## src/rtl/pueo_dout_pkg.sv

```systemverilog
// Shared types and helpers for the PUEO readout byte-stream receiver.
// FSM encoding, error bit positions, event size helper.
package pueo_dout_pkg;

  typedef enum logic [2:0] {
    IDLE,
    RUN,
    FLUSH,
    LONGCHK,
    SKIP
  } state_t;

  localparam int ERR_MISALIGN = 0;
  localparam int ERR_SHORT    = 1;
  localparam int ERR_LONG     = 2;
  localparam int ERR_OVF      = 3;
  localparam int ERR_MSB      = 4;

  function automatic int event_words(input int nchan, input int nsamp);
    return nchan * nsamp / 2;
  endfunction

endpackage

```

## src/rtl/pueo_dout_byte_pack.sv

```systemverilog
// Byte -> 16-bit sample -> 32-bit word packer with phase-alternation check.
// Also exposes the zero-padded partial word for short-event flushes.
module pueo_dout_byte_pack (
  input  logic        i_clk,
  input  logic        i_rstn,
  input  logic        i_clear,
  input  logic        i_en,
  input  logic [7:0]  i_byte,
  input  logic        i_phase,
  output logic [31:0] o_word,
  output logic        o_word_valid,
  output logic        o_misalign,
  output logic        o_msb,
  output logic        o_partial,
  output logic [31:0] o_pad_word
);

  logic        r_exp;
  logic        r_half;
  logic [7:0]  r_lo;
  logic [15:0] r_low16;

  logic        w_acc;
  logic [15:0] w_sample;
  logic [15:0] w_pend;

  assign o_misalign   = i_en && (i_phase != r_exp);
  assign w_acc        = i_en && !o_misalign;
  assign w_sample     = {i_byte, r_lo};
  assign o_msb        = w_acc && i_phase && (w_sample[15:12] != 4'h0);
  assign o_word_valid = w_acc && i_phase && r_half;
  assign o_word       = {w_sample, r_low16};
  assign o_partial    = r_exp || r_half;

  // r_exp high means a low byte is held without its high byte
  assign w_pend     = r_exp ? {8'h00, r_lo} : 16'h0000;
  assign o_pad_word = r_half ? {w_pend, r_low16} : {16'h0000, w_pend};

  always_ff @(posedge i_clk) begin
    if (!i_rstn || i_clear) begin
      r_exp   <= 1'b0;
      r_half  <= 1'b0;
      r_lo    <= '0;
      r_low16 <= '0;
    end else if (w_acc) begin
      if (!i_phase) begin
        r_lo  <= i_byte;
        r_exp <= 1'b1;
      end else begin
        r_exp  <= 1'b0;
        r_half <= !r_half;
        if (!r_half) r_low16 <= w_sample;
      end
    end
  end

endmodule

```

## src/rtl/pueo_dout_rx.sv

```systemverilog
// SURF readout byte stream to AXI4-Stream event packets, with error flags.
// Optional PUEO_DOUT_RX_STATS_EN adds saturating event/error counters.
module pueo_dout_rx
  import pueo_dout_pkg::*;
#(
  parameter  int NCHAN       = 8,
  parameter  int NSAMP       = 1024,
  parameter  int CHECK_MSB   = 1,
  localparam int EVENT_WORDS = event_words(NCHAN, NSAMP),
  localparam int WCW         = $clog2(EVENT_WORDS)
) (
  input  logic        ifclk_i,
  input  logic        ifclk_rstn_i,
  input  logic [7:0]  dout_data_i,
  input  logic        dout_data_valid_i,
  input  logic        dout_data_phase_i,
  output logic [31:0] m_axis_tdata,
  output logic        m_axis_tvalid,
  input  logic        m_axis_tready,
  output logic        m_axis_tlast,
  output logic        m_axis_tuser,
  output logic [4:0]  err_o,
  output logic        busy_o
`ifdef PUEO_DOUT_RX_STATS_EN
  ,
  output logic [31:0] evt_count_o,
  output logic [15:0] err_count_o
`endif
);

  logic [7:0]     r_data;
  logic           r_valid;
  logic           r_phase;
  logic           r_valid_d;
  state_t         r_state;
  logic [WCW-1:0] r_wcnt;
  logic           r_long;
  logic [31:0]    r_tdata;
  logic           r_tvalid;
  logic           r_tlast;
  logic           r_tuser;
  logic [4:0]     r_err;

  state_t         w_next;
  logic [WCW-1:0] w_wcnt;
  logic           w_long;
  logic           w_load;
  logic [31:0]    w_ld_data;
  logic           w_ld_last;
  logic           w_ld_user;
  logic [4:0]     w_err;

  logic           w_rise;
  logic           w_free;
  logic           w_is_last;
  logic           w_pk_en;
  logic           w_pk_clr;
  logic [31:0]    w_pk_word;
  logic           w_pk_wv;
  logic           w_pk_mis;
  logic           w_pk_msb;
  logic           w_pk_partial;
  logic [31:0]    w_pk_pad;

  assign w_rise    = r_valid && !r_valid_d;
  assign w_free    = !r_tvalid || m_axis_tready;
  assign w_is_last = (r_wcnt == WCW'(EVENT_WORDS - 1));

  assign w_pk_en = ((r_state == IDLE) && w_rise && !r_phase)
                || ((r_state == RUN) && r_valid);

  // FLUSH keeps the partial data until the final word is loaded
  assign w_pk_clr = ((r_state == IDLE) && !w_pk_en)
                 || (r_state == SKIP)
                 || (r_state == LONGCHK)
                 || ((r_state == FLUSH) && w_free);

  pueo_dout_byte_pack u_pack (
    .i_clk        (ifclk_i),
    .i_rstn       (ifclk_rstn_i),
    .i_clear      (w_pk_clr),
    .i_en         (w_pk_en),
    .i_byte       (r_data),
    .i_phase      (r_phase),
    .o_word       (w_pk_word),
    .o_word_valid (w_pk_wv),
    .o_misalign   (w_pk_mis),
    .o_msb        (w_pk_msb),
    .o_partial    (w_pk_partial),
    .o_pad_word   (w_pk_pad)
  );

  always_comb begin
    w_next    = r_state;
    w_wcnt    = r_wcnt;
    w_long    = r_long;
    w_load    = 1'b0;
    w_ld_data = w_pk_word;
    w_ld_last = 1'b0;
    w_ld_user = 1'b0;
    w_err     = '0;
    unique case (r_state)
      IDLE: begin
        w_wcnt = '0;
        if (w_rise) begin
          if (r_phase) begin
            w_err[ERR_MISALIGN] = 1'b1;
            w_next = SKIP;
          end else begin
            w_next = RUN;
          end
        end
      end
      RUN: begin
        if (w_pk_mis) begin
          w_err[ERR_MISALIGN] = 1'b1;
          w_next = FLUSH;
        end else if (!r_valid) begin
          w_next = FLUSH;
        end else if (w_pk_wv) begin
          w_ld_last = w_is_last;
          // a busy register drops the word but the count still moves
          if (w_free) w_load = 1'b1;
          else w_err[ERR_OVF] = 1'b1;
          if (w_is_last) begin
            w_next = LONGCHK;
            w_long = 1'b0;
          end else begin
            w_wcnt = r_wcnt + 1'b1;
          end
        end
        if ((CHECK_MSB != 0) && w_pk_msb) w_err[ERR_MSB] = 1'b1;
      end
      FLUSH: begin
        if (w_free) begin
          w_load    = 1'b1;
          w_ld_data = w_pk_partial ? w_pk_pad : 32'h0;
          w_ld_last = 1'b1;
          w_ld_user = 1'b1;
          w_err[ERR_SHORT] = 1'b1;
          w_next = r_valid ? SKIP : IDLE;
        end
      end
      LONGCHK: begin
        if (!r_valid) begin
          w_next = IDLE;
        end else if (!r_long) begin
          w_err[ERR_LONG] = 1'b1;
          w_long = 1'b1;
        end
      end
      SKIP: begin
        if (!r_valid) w_next = IDLE;
      end
      default: w_next = IDLE;
    endcase
  end

  always_ff @(posedge ifclk_i) begin
    if (!ifclk_rstn_i) begin
      r_data    <= '0;
      r_valid   <= 1'b0;
      r_phase   <= 1'b0;
      r_valid_d <= 1'b0;
      r_state   <= IDLE;
      r_wcnt    <= '0;
      r_long    <= 1'b0;
      r_tdata   <= '0;
      r_tvalid  <= 1'b0;
      r_tlast   <= 1'b0;
      r_tuser   <= 1'b0;
      r_err     <= '0;
    end else begin
      r_data    <= dout_data_i;
      r_valid   <= dout_data_valid_i;
      r_phase   <= dout_data_phase_i;
      r_valid_d <= r_valid;
      r_state   <= w_next;
      r_wcnt    <= w_wcnt;
      r_long    <= w_long;
      r_err     <= w_err;
      if (w_load) begin
        r_tdata  <= w_ld_data;
        r_tlast  <= w_ld_last;
        r_tuser  <= w_ld_user;
        r_tvalid <= 1'b1;
      end else if (m_axis_tready) begin
        r_tvalid <= 1'b0;
      end
    end
  end

  assign m_axis_tdata  = r_tdata;
  assign m_axis_tvalid = r_tvalid;
  assign m_axis_tlast  = r_tlast;
  assign m_axis_tuser  = r_tuser;
  assign err_o         = r_err;
  assign busy_o        = (r_state == RUN) || (r_state == FLUSH);

`ifdef PUEO_DOUT_RX_STATS_EN
  logic [31:0] r_evt_cnt;
  logic [15:0] r_err_cnt;
  logic        w_evt_done;

  assign w_evt_done = (r_state == RUN) && w_pk_wv && w_is_last;

  always_ff @(posedge ifclk_i) begin
    if (!ifclk_rstn_i) begin
      r_evt_cnt <= '0;
      r_err_cnt <= '0;
    end else begin
      if (w_evt_done && (r_evt_cnt != '1)) r_evt_cnt <= r_evt_cnt + 1'b1;
      if ((|w_err) && (r_err_cnt != '1)) r_err_cnt <= r_err_cnt + 1'b1;
    end
  end

  assign evt_count_o = r_evt_cnt;
  assign err_count_o = r_err_cnt;
`endif

endmodule

```

## config.mk

```make
export PLATFORM = sky130hd
export DESIGN_NAME = pueo_dout_rx
export DESIGN_NICKNAME = d
export VERILOG_FILES = /design/src/rtl/pueo_dout_pkg.sv /design/src/rtl/pueo_dout_byte_pack.sv /design/src/rtl/pueo_dout_rx.sv
export SDC_FILE = /design/constraint.sdc
export NUM_CORES = 1
export LEC_CHECK = 0
export CAP_MARGIN = 20
export CORE_MARGIN = 2
export CORE_UTILIZATION = 38
export DETAILED_ROUTE_END_ITERATION = 7
export SETUP_SLACK_MARGIN = 0.15
export SLEW_MARGIN = 10
export SYNTH_ARGS = -nofsm -noshare
export SYNTH_HDL_FRONTEND = slang
export SYNTH_SLANG_ARGS = --single-unit
```

## constraint.sdc

```tcl
create_clock -name ifclk_i -period 1.6 [get_ports ifclk_i]
set_input_delay 0.32 -clock ifclk_i [delete_from_list [all_inputs] [get_ports ifclk_i]]
set_output_delay 0.32 -clock ifclk_i [all_outputs]
set_load 0.02 [all_outputs]
```

After elaboration in Yosys (flattened, before gate mapping)
Cells that the tools add are included.
{"block": "totals", "ff_bits": 93, "latch_bits": 0, "ramBits": 0, "mem_bits_ro": 0, "out_inout_bits": 41, "n_memories": 0}
{"block": "op_classes", "add_sub_neg": 1, "multipliers": 0, "n_div": 0, "order_cmp": 0, "n_eq_ne": 17, "shifts": 0, "muxes": 46, "bitwise_logic": 6, "n_reduce_logical": 41}
{"op": "2-to-1 mux 32 bit", "count": 4}
{"op": "2-to-1 mux 12 bit", "count": 4}
{"op": "2-to-1 mux 3 bit", "count": 9}
{"op": "one-hot mux 12 bit (2 select lines)", "count": 1}
{"op": "2-to-1 mux 1 bit", "count": 22}
{"op": "inequality test 2 bit (second input constant)", "count": 8}
{"op": "adder 12 x 1 -> 12 bit (second input constant)", "count": 1}
{"op": "== test 12 bit (second input constant)", "count": 1}
{"op": "one-hot mux 3 bit (4 select lines)", "count": 1}
{"op": "logical AND 1 bit", "count": 11}
{"op": "AND reduction 5 bit", "count": 2}
{"op": "logical OR 1 bit", "count": 8}
{"op": "2-to-1 mux 8 bit", "count": 1}
{"op": "one-hot mux 1 bit (2 select lines)", "count": 4}
{"op": "logical NOT 1 bit", "count": 7}
{"op": "== test 3 x 2 -> 1 bit (second input constant)", "count": 2}
{"op": "NOT 1 bit", "count": 6}
{"op": "AND reduction 2 bit", "count": 3}
{"op": "AND reduction 3 bit", "count": 2}
{"op": "AND reduction 6 bit", "count": 1}
{"op": "nonzero test 2 bit", "count": 3}
{"op": "OR reduction 5 bit", "count": 1}
{"op": "inequality test 4 x 2 -> 1 bit (second input constant)", "count": 1}
{"op": "inequality test 4 x 3 -> 1 bit (second input constant)", "count": 1}
{"op": "7 further kinds", "count": 7}

Longest topological paths before layout
Gate-level depths: netlist (run 1).
{"block": "depth", "ltp_word": 15, "depth_mapped": 7, "mapped_depth_nobuf": 6}

Hierarchy
A second synthesis (run 1) with hierarchy kept.
{"block": "unflattened", "hier_cells": 538, "area_unflattened_um2": 4630.7}
{"mod": "pueo_dout_rx", "instances": 1, "cells_each": 370, "area_each_um2": 3096.7, "seq_area_each_um2": 1341.3}
{"mod": "pueo_dout_byte_pack", "instances": 1, "cells_each": 168, "area_each_um2": 1534.0, "seq_area_each_um2": 520.5}

Least setup slack after synthesis (run 1)
No wires, ideal clock.
{"block": "synth_timing", "path_type": "register to register", "start": "register r_wcnt[0]", "end": "register r_wcnt[11]", "arrival_time_ns": 1.605, "setup_slack_ns": -0.124, "path_stages_with_launch": 8, "cell_sequence": "dfxtp_1 > ha_1 > and3_1 > and4_4 > buf_6 > nor4b_2 > nand4_1 > mux2i_1"}
{"block": "synth_via", "elab_chain_len": 6, "word_cells_on_any_way": 9, "classes_between": "1 x add/sub; 2 x eq/ne; 5 x mux; 1 x reduce/logical"}
{"element": "start: declaration", "line": "pueo_dout_rx.sv:36", "source": "logic [WCW-1:0] r_wcnt;"}
{"element": "start signal: assignment", "line": "pueo_dout_rx.sv:179", "source": "r_wcnt <= w_wcnt;"}
{"element": "adder 12 x 1 -> 12 bit", "line": "pueo_dout_rx.sv:129", "source": "w_wcnt = r_wcnt + 1'b1;"}
{"element": "2-to-1 mux 12 bit", "line": "pueo_dout_rx.sv:125", "source": "if (w_is_last) begin"}
{"element": "2-to-1 mux 12 bit", "line": "pueo_dout_rx.sv:120", "source": "end else if (w_pk_wv) begin"}
{"element": "2-to-1 mux 12 bit", "line": "pueo_dout_rx.sv:118", "source": "end else if (!r_valid) begin"}
{"element": "2-to-1 mux 12 bit", "line": "pueo_dout_rx.sv:115", "source": "if (w_pk_mis) begin"}
{"element": "one-hot mux 12 bit (2 select lines)", "line": "pueo_dout_rx.sv:102", "source": "unique case (r_state)"}
Several ways; a longest one is shown, not always the timed one. The select of a mux whose other input is x is not followed.
A chain may end at the register's enable or synchronous reset.

Final worst setup path (run 1)
{"block": "layout_timing", "start": "register r_wcnt[1]", "end": "register r_wcnt[8]"}
Same word-level chain as after synthesis.

==> summary.txt, run 1 <==
clock-pin slew on the worst setup and hold paths -> 0.10 ns
most common flop cell mapped by yosys -> dfxtp_1
Iter 0 DRT Violations -> 120
EDFF count, synth -> 0
Overall Global Routing Usage -> 0.2052
Max FO, Critical Path -> 5
fmax -> 598.8 MHz
WL per Instance -> 15.87 um
Site Rows -> 36
Crit Path Class -> reg2reg
# DRC -> 0
maximum buffer depth of the clock tree -> 2
Final HPWL DP -> 6988 um
pwr dens -> 1042 nW/um^2
final worst setup slack -> -0.06992 ns
Hold Vio Cnt, Final -> 0
Seq/Total Area, Yosys -> 0.4888
top cells by count, synth -> dfxtp_1, nand2_1, nand3_1
Startpoint Class -> register
# nets final -> 560
number of setup violations in the final report -> 19
starting density of the core -> 0.3915
Synthesized Nets -> 435
H-tree depth -> 3
Post-Synthesis Cells -> 421
Clock Skew -> 0.01925 ns
height of the die -> 104.1 um
ANT nets after route -> 0
grt ovf -> 0
failing checks -> setup timing
Placer Congestion -> 0.8487
Synth Area per Inst -> 9.047 um^2
root buffer cell -> clkbuf_8
Yosys reg bits -> 93
first-pass GRT wire length -> 18,010 um
I/O pin cnt -> 54
Setup TNS -> -0.5543 ns
Worst slew margin -> 0.6062
worst vdd ir -> 673.2 uV
worst skew pair latency -> 0.38 ns
Die Area -> 10,840 um^2
vias in the first global route -> 3,697
Area contributors post-synth -> dfxtp_1, nand3_1, nand2_1
number of max-cap violations -> 0
Final period util -> 1.044
leak pwr -> 2.255 nW
Mapped Area -> 3809 um^2
port bufs -> 53
n_diodes -> 0
critical-path cell list -> ha_2 -> and3_4 -> and4_4 -> buf_4 -> nor4_1 -> xnor2_1 -> nor2_1
max-slew violation count -> 0
via count -> 3,562
Synth top area share -> 0.4888
CP Data Required Time -> 1.85 ns
RSZ-0062 raised after global routing -> true
CP Data Arrival Time -> 1.92 ns
antenna violations before repair -> 0
area leader, netlist -> dfxtp_1
run status -> finished with violations
fraction of layout cells with a size suffix above 1 -> 0.4011
slowest CP cell -> dfxtp_2
Num CTS Buffers -> 9
die width -> 104.1 um
CORE AREA -> 9729 um^2
Total Power -> 0.006182 W
number of synthesis warnings -> 0
CP peak stage delay -> 0.33 ns
pin count of the biggest net entering global routing -> 27
Min Clock Period, post-route -> 1.670 ns
CTS tree -> yes
worst hold path type -> reg2reg
Routed WL -> 10,850 um
worst-margin pin slew -> 0.5853 ns
number of vias per cell -> 5.208
DR pass1 iterations -> 4
FFs w/ async S/R, synth -> 0
Worst setup EP type -> register
area delta synth->final -> 55.72%
# clock sinks -> 93
Unique masters post-synth -> 47
most frequent cell after synthesis -> dfxtp_1
cells by family (layout without fill, tap and decap cells):
family	after synthesis	in the layout	synth area share
compound gates	92	92	0.1452
xor+xnor	10	10	0.02300
fa+ha+maj	1	1	0.003285
buf+inv	34	164	0.04336
flops	93	93	0.4888
mux	12	12	0.03285
simple gates	179	179	0.2635
registers in the layout, summed over array words and instances, names as in the netlist, 3 cells and up:
signal / cells
r_data: 8
err_o: 5
m_axis_tdata: 32
u_pack.r_lo: 8
u_pack.r_low16: 16
r_state: 3
r_wcnt: 12
worst paths after layout:
path | endpoint | start | slack [ns] | cells past startpoint
max | r_wcnt[8] | r_wcnt[1] | -0.07 | 7
max reg2reg | r_wcnt[8] | r_wcnt[1] | -0.07 | 7
min | err_o[2] | r_long | 0.43 | 1
min reg2reg | err_o[2] | r_long | 0.43 | 1
report_power, final:
| group | internal, W | switching [W] |
|---|---|---|
| clock | 0.000611 | 0.000935 |
| combinational | 0.00104 | 0.00107 |
| sequential | 0.00241 | 0.000113 |
stage by stage:
step	utilization	hold slack (ns)	setup slack, ns	cell area [um^2]	instances
after detailed placement	0.5076	0.4257	-0.3881	4938	643
after global routing	0.6096	0.4447	-0.1584	5931	684
after floorplan	-	0.3993	0.01159	3856	421
final	0.6096	0.4330	-0.06992	5931	684
after CTS	0.5881	0.4395	-0.07564	5722	679
after global placement	0.5076	0.4164	-0.3304	4938	643
final cells by class:
| cell class | count | area, um^2 |
|---|---|---|
| fill | 839 | 3799 |
| multi-input combinational | 294 | 2256 |
| sequential | 93 | 1879 |
| timing repair buffer | 143 | 1416 |
| tap | 133 | 166.4 |
| clock buffer | 9 | 123.9 |
| clock inverter | 7 | 70.07 |
| inverter | 5 | 18.77 |
per-layer routing:
metal,GRT usage,vias up,routed length (um)
met1,0.2412,1740,4635
met4,0.07432,0,226
met5,0,-,0
met3,0.05013,19,395
met2,0.3623,68,5594
li1,-,1735,-
cell usage in the layout, fill, tap and decap left out, types with 8 or more instances in the layout:
cell type and instances:
nand2_2 11, mux2i_1 11, clkbuf_8 9, buf_4 56
dlygate4sd2_1 24, clkdlybuf4s15_1 15, a21oi_2 22, nor2_1 21
a22o_1 8, nand3_1 21, o21ai_2 12, clkdlybuf4s50_1 12
nand3_2 13, and2_1 12, a31oi_1 8, o21ai_0 10
xnor2_1 9, dfxtp_1 85, nand2_1 36, buf_6 24
a21oi_1 12, o21ai_1 10
timing repair:
action | 4_1_cts | 5_1_grt
hold buffers | 0 | 0
pin swaps | 27 | 31
cloned | 6 | 1
setup endpoints to repair | 121 | 96
buffers inserted | 14 | 4
gates resized for setup | 155 | 64
critical path: cells and delay by family (launching register included):
kind / cells / cell delay [ns]
XOR/XNOR: 1 / 0.16
AND/OR/NAND/NOR: 4 / 0.73
flip-flops: 1 / 0.33
adder cells (fa/ha/maj): 1 / 0.18
buffers and inverters: 1 / 0.15
(Power assumes the default switching activity.)
==> run 2: changes to the inputs <==
--- a/config.mk
+++ b/config.mk
@@ -6,6 +6,7 @@
 export NUM_CORES = 1
 export LEC_CHECK = 0
 export CAP_MARGIN = 20
+export CORE_ASPECT_RATIO = 0.5
 export CORE_MARGIN = 2
 export CORE_UTILIZATION = 38
 export DETAILED_ROUTE_END_ITERATION = 7
==> run 2 against run 1 <==
The flow still finishes with violations (setup timing). First-iteration DRC count grew to 2.6 times the previous value. Global-route usage down 2.0 points. Routed wire length is 0.32% higher. Combinational power up 4%. Fmax decreased by 1.9%. Core utilization is 1.8 points higher. Sequential cell count unchanged. Largest cell class unchanged.
==> summary.txt, run 2 (synthesis gave the netlist of run 1 again) <==
CP peak stage delay -> 0.33 ns (about the same)
Worst setup startpoint -> r_state[2]
Hold WS -> 0.4552 ns (+0.02215 ns)
vias in the first global route -> 3,217 (-13%)
height of the die -> 74.79 um (-28%)
internal power -> 0.004791 W (+18%)
worst-margin pin slew -> 0.4927 ns (-0.09262 ns)
Comb power frac -> 0.317 (-0.024)
FILL cells -> 788 (-6.1%)
final worst setup slack -> -0.1023 ns (-0.03239 ns)
failing checks -> setup timing
first-pass GRT wire length -> 16,100 um (-11%)
port bufs -> 53 (unchanged)
Largest register FFs -> 32 (unchanged)
max-slew violation count -> 0 (unchanged)
leak pwr -> 2.322 nW (+3.0%)
clock power share -> 0.324 (+0.074)
die width -> 145.6 um (+40%)
grt ovf -> 0 (unchanged)
Total Power -> 0.006956 W (+13%)
CP Data Required Time -> 1.87 ns (+0.02 ns)
Site Rows -> 25 (-31%)
Clock Skew -> 0.005479 ns (-0.01377 ns)
Routed WL -> 10,890 um (+0.32%)
number of max-cap violations -> 0 (unchanged)
hold buffers post-CTS -> 0 (unchanged)
number of setup violations in the final report -> 38 (+19)
slowest CP cell -> dfxtp_2
final core utilization -> 0.6271 (+0.01753)
n_diodes -> 0 (unchanged)
root buffer cell -> clkbuf_16
Max FO, Critical Path -> 6 (+1)
WL per Instance -> 15.99 um (+0.76%)
fraction of layout cells with a size suffix above 1 -> 0.3919 (-0.009148)
Num CTS Buffers -> 9 (unchanged)
Crit Path Class -> reg2reg
number of vias per cell -> 5.214 (+0.13%)
worst vdd ir -> 675.5 uV (+0.34%)
maximum buffer depth of the clock tree -> 2 (unchanged)
commonest cells after routing, fill and taps aside -> dfxtp_1, buf_4, dlygate4sd2_1, nand2_1
routed wire length on met2 -> 5162 um (-7.7%)
starting density of the core -> 0.3966 (+0.005151)
Placer Congestion -> 0.8314 (-2.0%)
fmax -> 587.4 MHz (-1.9%)
Top Layer Used -> met4
Final HPWL DP -> 6648 um (-4.9%)
HP Start -> m_axis_tdata[12]
Hold Vio Cnt, Final -> 0 (unchanged)
Worst setup EP type -> register
RSZ-0062 raised after global routing -> true
# nets final -> 555 (-0.89%)
Die Area -> 10,890 um^2 (+0.44%)
routed length on met3 -> 470 um (+19%)
I/O pin cnt -> 54 (unchanged)
pin count of the biggest net entering global routing -> 26 (-3.7%)
Setup TNS -> -1.853 ns (-1.298 ns)
Startpoint Class -> register
Final period util -> 1.064 (+0.02024)
sw frac -> 0.3112 (-0.03176)
commonest non-fill, non-tap cell in the layout -> dfxtp_1
via count -> 3,551 (-0.31%)
# DRC -> 0 (unchanged)
Placed Cells incl. Taps -> 640 (-0.47%)
Layout Cells excl Fill -> 681 (-0.44%)
antenna violations before repair -> 0 (unchanged)
RR Startpoint -> r_state[2]
DR pass1 iterations -> 5 (+1)
CP Data Arrival Time -> 1.98 ns (+0.06 ns)
clock-pin slew on the worst setup and hold paths -> 0.07 ns (-0.03 ns)
P_sw -> 0.002165 W (+2.1%)
CORE AREA -> 9603 um^2 (-1.3%)
pwr dens -> 1155 nW/um^2 (+11%)
Worst slew margin -> 0.6685 (+0.06232)
Min Clock Period, post-route -> 1.702 ns (+0.03239 ns)
Seq pwr share -> 0.359 (-0.049)
H-tree depth -> 3 (unchanged)
Overall Global Routing Usage -> 0.1852 (-0.01999)
M1 wire length -> 5150 um (+11%)
ANT nets after route -> 0 (unchanged)
# clock sinks -> 93 (unchanged)
Iter 0 DRT Violations -> 309 (+160%)
area delta synth->final -> 58.11%
CTS tree -> yes
critical-path cell list -> buf_6 -> nor2_4 -> o211ai_1 -> buf_4 -> nand2_2 -> o211ai_1 -> buf_4 -> clkbuf_16 -> a21oi_2
worst skew pair latency -> 0.34 ns (-0.04 ns)
run status -> finished with violations
worst hold path type -> reg2reg
run 2: cell count changes in the layout (fill, tap and decap cells not counted), moves of 5 or more:
cell,before,now
dlygate4sd2_1,24,41
clkdlybuf4s15_1,15,0
clkbuf_16,2,13
clkbuf_8,9,2
buf_4,56,50
nand3_1,21,27
a21oi_1,12,7
a21oi_2,22,27
nand2_2,11,6
run 2: per-stage QoR:
stage | setup slack (ns) | instance area, um^2
after detailed placement | -0.3602 | 4891
after global placement | -0.3303 | 4891
final | -0.1023 | 6022
after global routing | -0.1624 | 6022
after floorplan | 0.01159 | 3856
after CTS | -0.03245 | 5429
run 2: repair_timing:
| item | in CTS | in global routing |
|---|---|---|
| pin swaps | 14 | 39 |
| cloned | 1 | 6 |
| endpoints found under the setup margin | 120 | 81 |
| resized for setup | 104 | 100 |
| buffers inserted | 6 | 12 |
run 2: critical path, delay by kind of cell (launching register included):
kind | cells | cell delay [ns]
compound gates | 3 | 0.43
buf+inv | 4 | 0.68
flops | 1 | 0.33
simple gates | 2 | 0.20
run 2: power groups by stage:
stage	logic (W)	registers, W	clock network [W]
global placement	0.00143	0.00252	0
CTS	0.00166	0.00249	0.00228
detailed placement	0.00142	0.00253	0
finish	0.00220	0.00250	0.00225
global route	0.00234	0.00251	0.00238
floorplan	0.000782	0.00257	0
run 2: layer usage:
layer / track usage / vias to the layer above
met5: 0 / -
met4: 0.04466 / 0
met3: 0.04242 / 10
met2: 0.3033 / 71
met1: 0.2543 / 1732
li1: - / 1738
run 2: final cells by class:
cell class	instances	area, um^2	share of cell area
Multi-Input combinational cell	294	2281	0.3788
Sequential cell	93	1877	0.3117
Timing Repair Buffer	138	1359	0.2256
Clock buffer	11	252.7	0.04197
Tap cell	135	168.9	0.02805
Clock inverter	5	65.06	0.01080
Inverter	5	18.77	0.003117
run 2: worst paths after layout:
| check | to | slack (ns) | cells past startpoint |
|---|---|---|---|
| max reg2reg | u_pack.r_low16[6] | -0.10 | 9 |
| min | m_axis_tdata[12] | 0.46 | 2 |
| min reg2reg | m_axis_tdata[12] | 0.46 | 2 |
| max | u_pack.r_low16[6] | -0.10 | 9 |
==> run 3: changes to the inputs <==
--- a/config.mk
+++ b/config.mk
@@ -6,12 +6,17 @@
 export NUM_CORES = 1
 export LEC_CHECK = 0
 export CAP_MARGIN = 20
+export CELL_PAD_IN_SITES_DETAIL_PLACEMENT = 1
+export CELL_PAD_IN_SITES_GLOBAL_PLACEMENT = 1
 export CORE_ASPECT_RATIO = 0.5
 export CORE_MARGIN = 2
 export CORE_UTILIZATION = 38
 export DETAILED_ROUTE_END_ITERATION = 7
+export MAX_ROUTING_LAYER = met4
+export PLACE_DENSITY_LB_ADDON = 0.1
 export SETUP_SLACK_MARGIN = 0.15
 export SLEW_MARGIN = 10
 export SYNTH_ARGS = -nofsm -noshare
 export SYNTH_HDL_FRONTEND = slang
+export SYNTH_HIERARCHICAL = 1
 export SYNTH_SLANG_ARGS = --single-unit
==> run 3 against run 2 <==
Core utilization fell by 4.7 points. Register-to-register slack lost 0.40 ns. Hold slack worse by 0.028 ns. The run still ends with setup timing left. Via count is 32% higher. Non-clock buffer count is 14 higher.
==> summary.txt, run 3 <==
Hold WS -> 0.4268 ns (-0.02839 ns)
fraction of layout cells with a size suffix above 1 -> 0.2743 (-0.1177)
fraction of the mapped netlist area in simple logic gates -> 0.3167 (+0.05320)
first-pass GRT wire length -> 24,560 um (+53%)
maximum buffer depth of the clock tree -> 2 (unchanged)
CTS tree -> yes
RSZ-0062 raised after global routing -> true
Num CTS Buffers -> 9 (unchanged)
number of setup violations in the final report -> 79 (+110%)
EDFF count, synth -> 0 (unchanged)
max-slew violation count -> 0 (unchanged)
reg2reg path depth -> 10 (+1)
DR pass1 iterations -> 5 (unchanged)
CP Data Required Time -> 1.82 ns (-0.05 ns)
CORE AREA -> 11,840 um^2 (+23%)
FILL cells -> 1,363 (+73%)
met1 Usage GRT -> 0.3093 (+0.05502)
Seq pwr share -> 0.327 (-0.032)
Post-Synthesis Cells -> 538 (+28%)
main combinational cell family by area after synthesis -> simple AND/OR/NAND/NOR gates
Min Clock Period, post-route -> 2.103 ns (+0.4003 ns)
Placer Congestion -> 0.8247 (-0.81%)
Synth top area share -> 0.4021 (-0.08678)
Final period util -> 1.314 (+0.2502)
most frequent cell after synthesis -> dfxtp_1
Design Area, Final -> 6864 um^2 (+14%)
fmax -> 475.6 MHz (-19%)
most common flop cell mapped by yosys -> dfxtp_1
CP peak stage delay -> 0.34 ns (about the same)
WL per Instance -> 21.53 um (+35%)
pin count of the biggest net entering global routing -> 42 (+62%)
Hold Vio Cnt, Final -> 0 (unchanged)
Compound-Gate Fraction of Synth Area -> 0.1324 (-0.01281)
hold path depth -> 4 (+2)
Largest register FFs -> 32 (unchanged)
Crit Path Class -> reg2reg
I/O pin cnt -> 54 (unchanged)
# DRC -> 0 (unchanged)
Synth Area per Inst -> 8.607 um^2 (-4.9%)
met2 usage -> 0.4264 (+0.1231)
height of the die -> 82.06 um (+9.7%)
internal power -> 0.005369 W (+12%)
worst hold path type -> in2reg
number of synthesis warnings -> 6 (+6)
number of vias per cell -> 5.756 (+10%)
Overall Global Routing Usage -> 0.2466 (+0.06133)
port bufs -> 53 (unchanged)
Site Rows -> 28 (+12%)
pwr dens -> 1134 nW/um^2 (-1.8%)
vias in the first global route -> 4,510 (+40%)
commonest non-fill, non-tap cell in the layout -> dfxtp_1
# nets final -> 658 (+19%)
hold buffers post-CTS -> 0 (unchanged)
Final HPWL DP -> 9576 um (+44%)
P_sw -> 0.002412 W (+11%)
Area contributors post-synth -> dfxtp_1, mux2i_1, a311oi_1
final worst setup slack -> -0.5026 ns (-0.4003 ns)
run status -> finished with violations
clock-pin slew on the worst setup and hold paths -> 0.07 ns (about the same)
number of max-cap violations -> 0 (unchanged)
worst vdd ir -> 563.0 uV (-17%)
n_diodes -> 0 (unchanged)
antenna violations before repair -> 0 (unchanged)
GR Util met3 -> 0.04293 (+0.0005051)
clock power share -> 0.308 (-0.016)
Unique masters post-synth -> 54 (+15%)
Routed WL -> 17,530 um (+61%)
Iter 0 DRT Violations -> 234 (-24%)
FFs w/ async S/R, synth -> 0 (unchanged)
die width -> 160.1 um (+10%)
Mapped Area -> 4631 um^2 (+22%)
Die Area -> 13,140 um^2 (+21%)
starting density of the core -> 0.3911 (-0.005552)
slowest CP cell -> dfxtp_2
mux cell area share after synthesis -> 0.06269 (+0.02983)
area delta synth->final -> 48.23%
leak pwr -> 2.758 nW (+19%)
sw frac -> 0.3100 (-0.001233)
# clock sinks -> 93 (unchanged)
H-tree depth -> 3 (unchanged)
grt ovf -> 0 (unchanged)
adder-cell share of the synthesized area -> 0.002702 (-0.0005832)
xor/xnor share of the synthesized area -> 0.003783 (-0.01921)
Placed Area -> 5699 um^2 (+17%)
commonest cells after routing, fill and taps aside -> dfxtp_1, nand2_1, buf_4, dlygate4sd2_1, nand3_1
Comb power frac -> 0.365 (+0.048)
critical-path cell list -> nor2_4 -> o211a_4 -> and4_4 -> buf_4 -> nand2b_4 -> nor3_4 -> buf_12 -> clkbuf_16 -> mux2i_1 -> a21oi_1
Yosys reg bits -> 93 (unchanged)
worst skew pair latency -> 0.35 ns (about the same)
Max FO, Critical Path -> 8 (+2)
top cells by count, synth -> dfxtp_1, nand2_1, nand3_1
GR peak layer -> met2
via count -> 4,685 (+32%)
Clock Skew -> 0.007268 ns (+0.001790 ns)
failing checks -> setup timing
CP Data Arrival Time -> 2.33 ns (+0.35 ns)
Seq/Total Area, Yosys -> 0.4021 (-0.08678)
Startpoint Class -> register
Worst setup EP type -> register
ANT nets after route -> 0 (unchanged)
root buffer cell -> clkbuf_16
area leader, netlist -> dfxtp_1
-- run 3: critical path, delay by kind of cell, from the launching register on --
kind	cells	cell delay, ns
and+or+nand+nor	4	0.64
buffers and inverters	3	0.48
DFF	1	0.34
AOI/OAI and AO/OA	2	0.28
muxes	1	0.22
-- run 3: path summary, 6_finish.rpt --
kind	startpoint	endpoint	slack, ns
worst min-delay path	ifclk_rstn_i	r_wcnt[7]	0.43
worst max register to register	r_state[1]	m_axis_tlast	-0.50
worst max-delay path	r_state[1]	m_axis_tlast	-0.50
worst min register to register	r_wcnt[11]	r_wcnt[11]	0.50
-- run 3: layout make-up --
class	instances	area, um^2	area share
clock inverters	5	82.58	0.01203
clock buffers	11	242.7	0.03536
multi-input cells	381	2784	0.4056
flip-flops and latches	93	1868	0.2721
inverters	7	26.28	0.003828
repair buffers	152	1654	0.2410
well taps	165	206.4	0.03008
-- run 3: logic make-up (layout without fill, tap and decap cells) --
family,Yosys count,count (layout)
buf+inv,71,175
simple gates,257,257
mux,29,29
xor+xnor,2,2
flops,93,93
other cells,1,8
fa+ha+maj,1,1
compound gates,84,84
-- run 3: repair_timing --
action                                  4_1_cts  5_1_grt
setup buffers                                18        9
gates resized for setup                      88       51
endpoints found under the setup margin      120       83
gates cloned                                  3        8
pin swaps                                    13       56
-- run 3: power groups by stage --
stage	logic (W)	clock network (W)	registers (W)
final	0.00284	0.00240	0.00255
after CTS	0.00251	0.00241	0.00255
after floorplan	0.00101	0	0.00270
after global routing	0.00299	0.00253	0.00256
after global placement	0.00178	0	0.00259
after detailed placement	0.00179	0	0.00260
-- run 3: routing by layer --
layer	up-vias	part of all wire
met2	130	0.48
met3	26	0.044
met1	2362	0.46
met5	-	0
met4	0	0.015
li1	2167	-
-- run 3: metrics by stage --
stage	cells	util	TNS (ns)	power [W]	setup slack (ns)
2_1_floorplan	545	-	-22.98	0.003709	-0.4952
3_3_place_gp	760	0.4813	-25.14	0.004364	-0.4327
3_5_place_dp	760	0.4813	-29.59	0.004390	-0.5147
4_1_cts	797	0.5391	-22.21	0.007470	-0.4112
5_1_grt	814	0.5797	-29.17	0.008076	-0.5542
6_report	814	0.5797	-25.35	0.007782	-0.5026
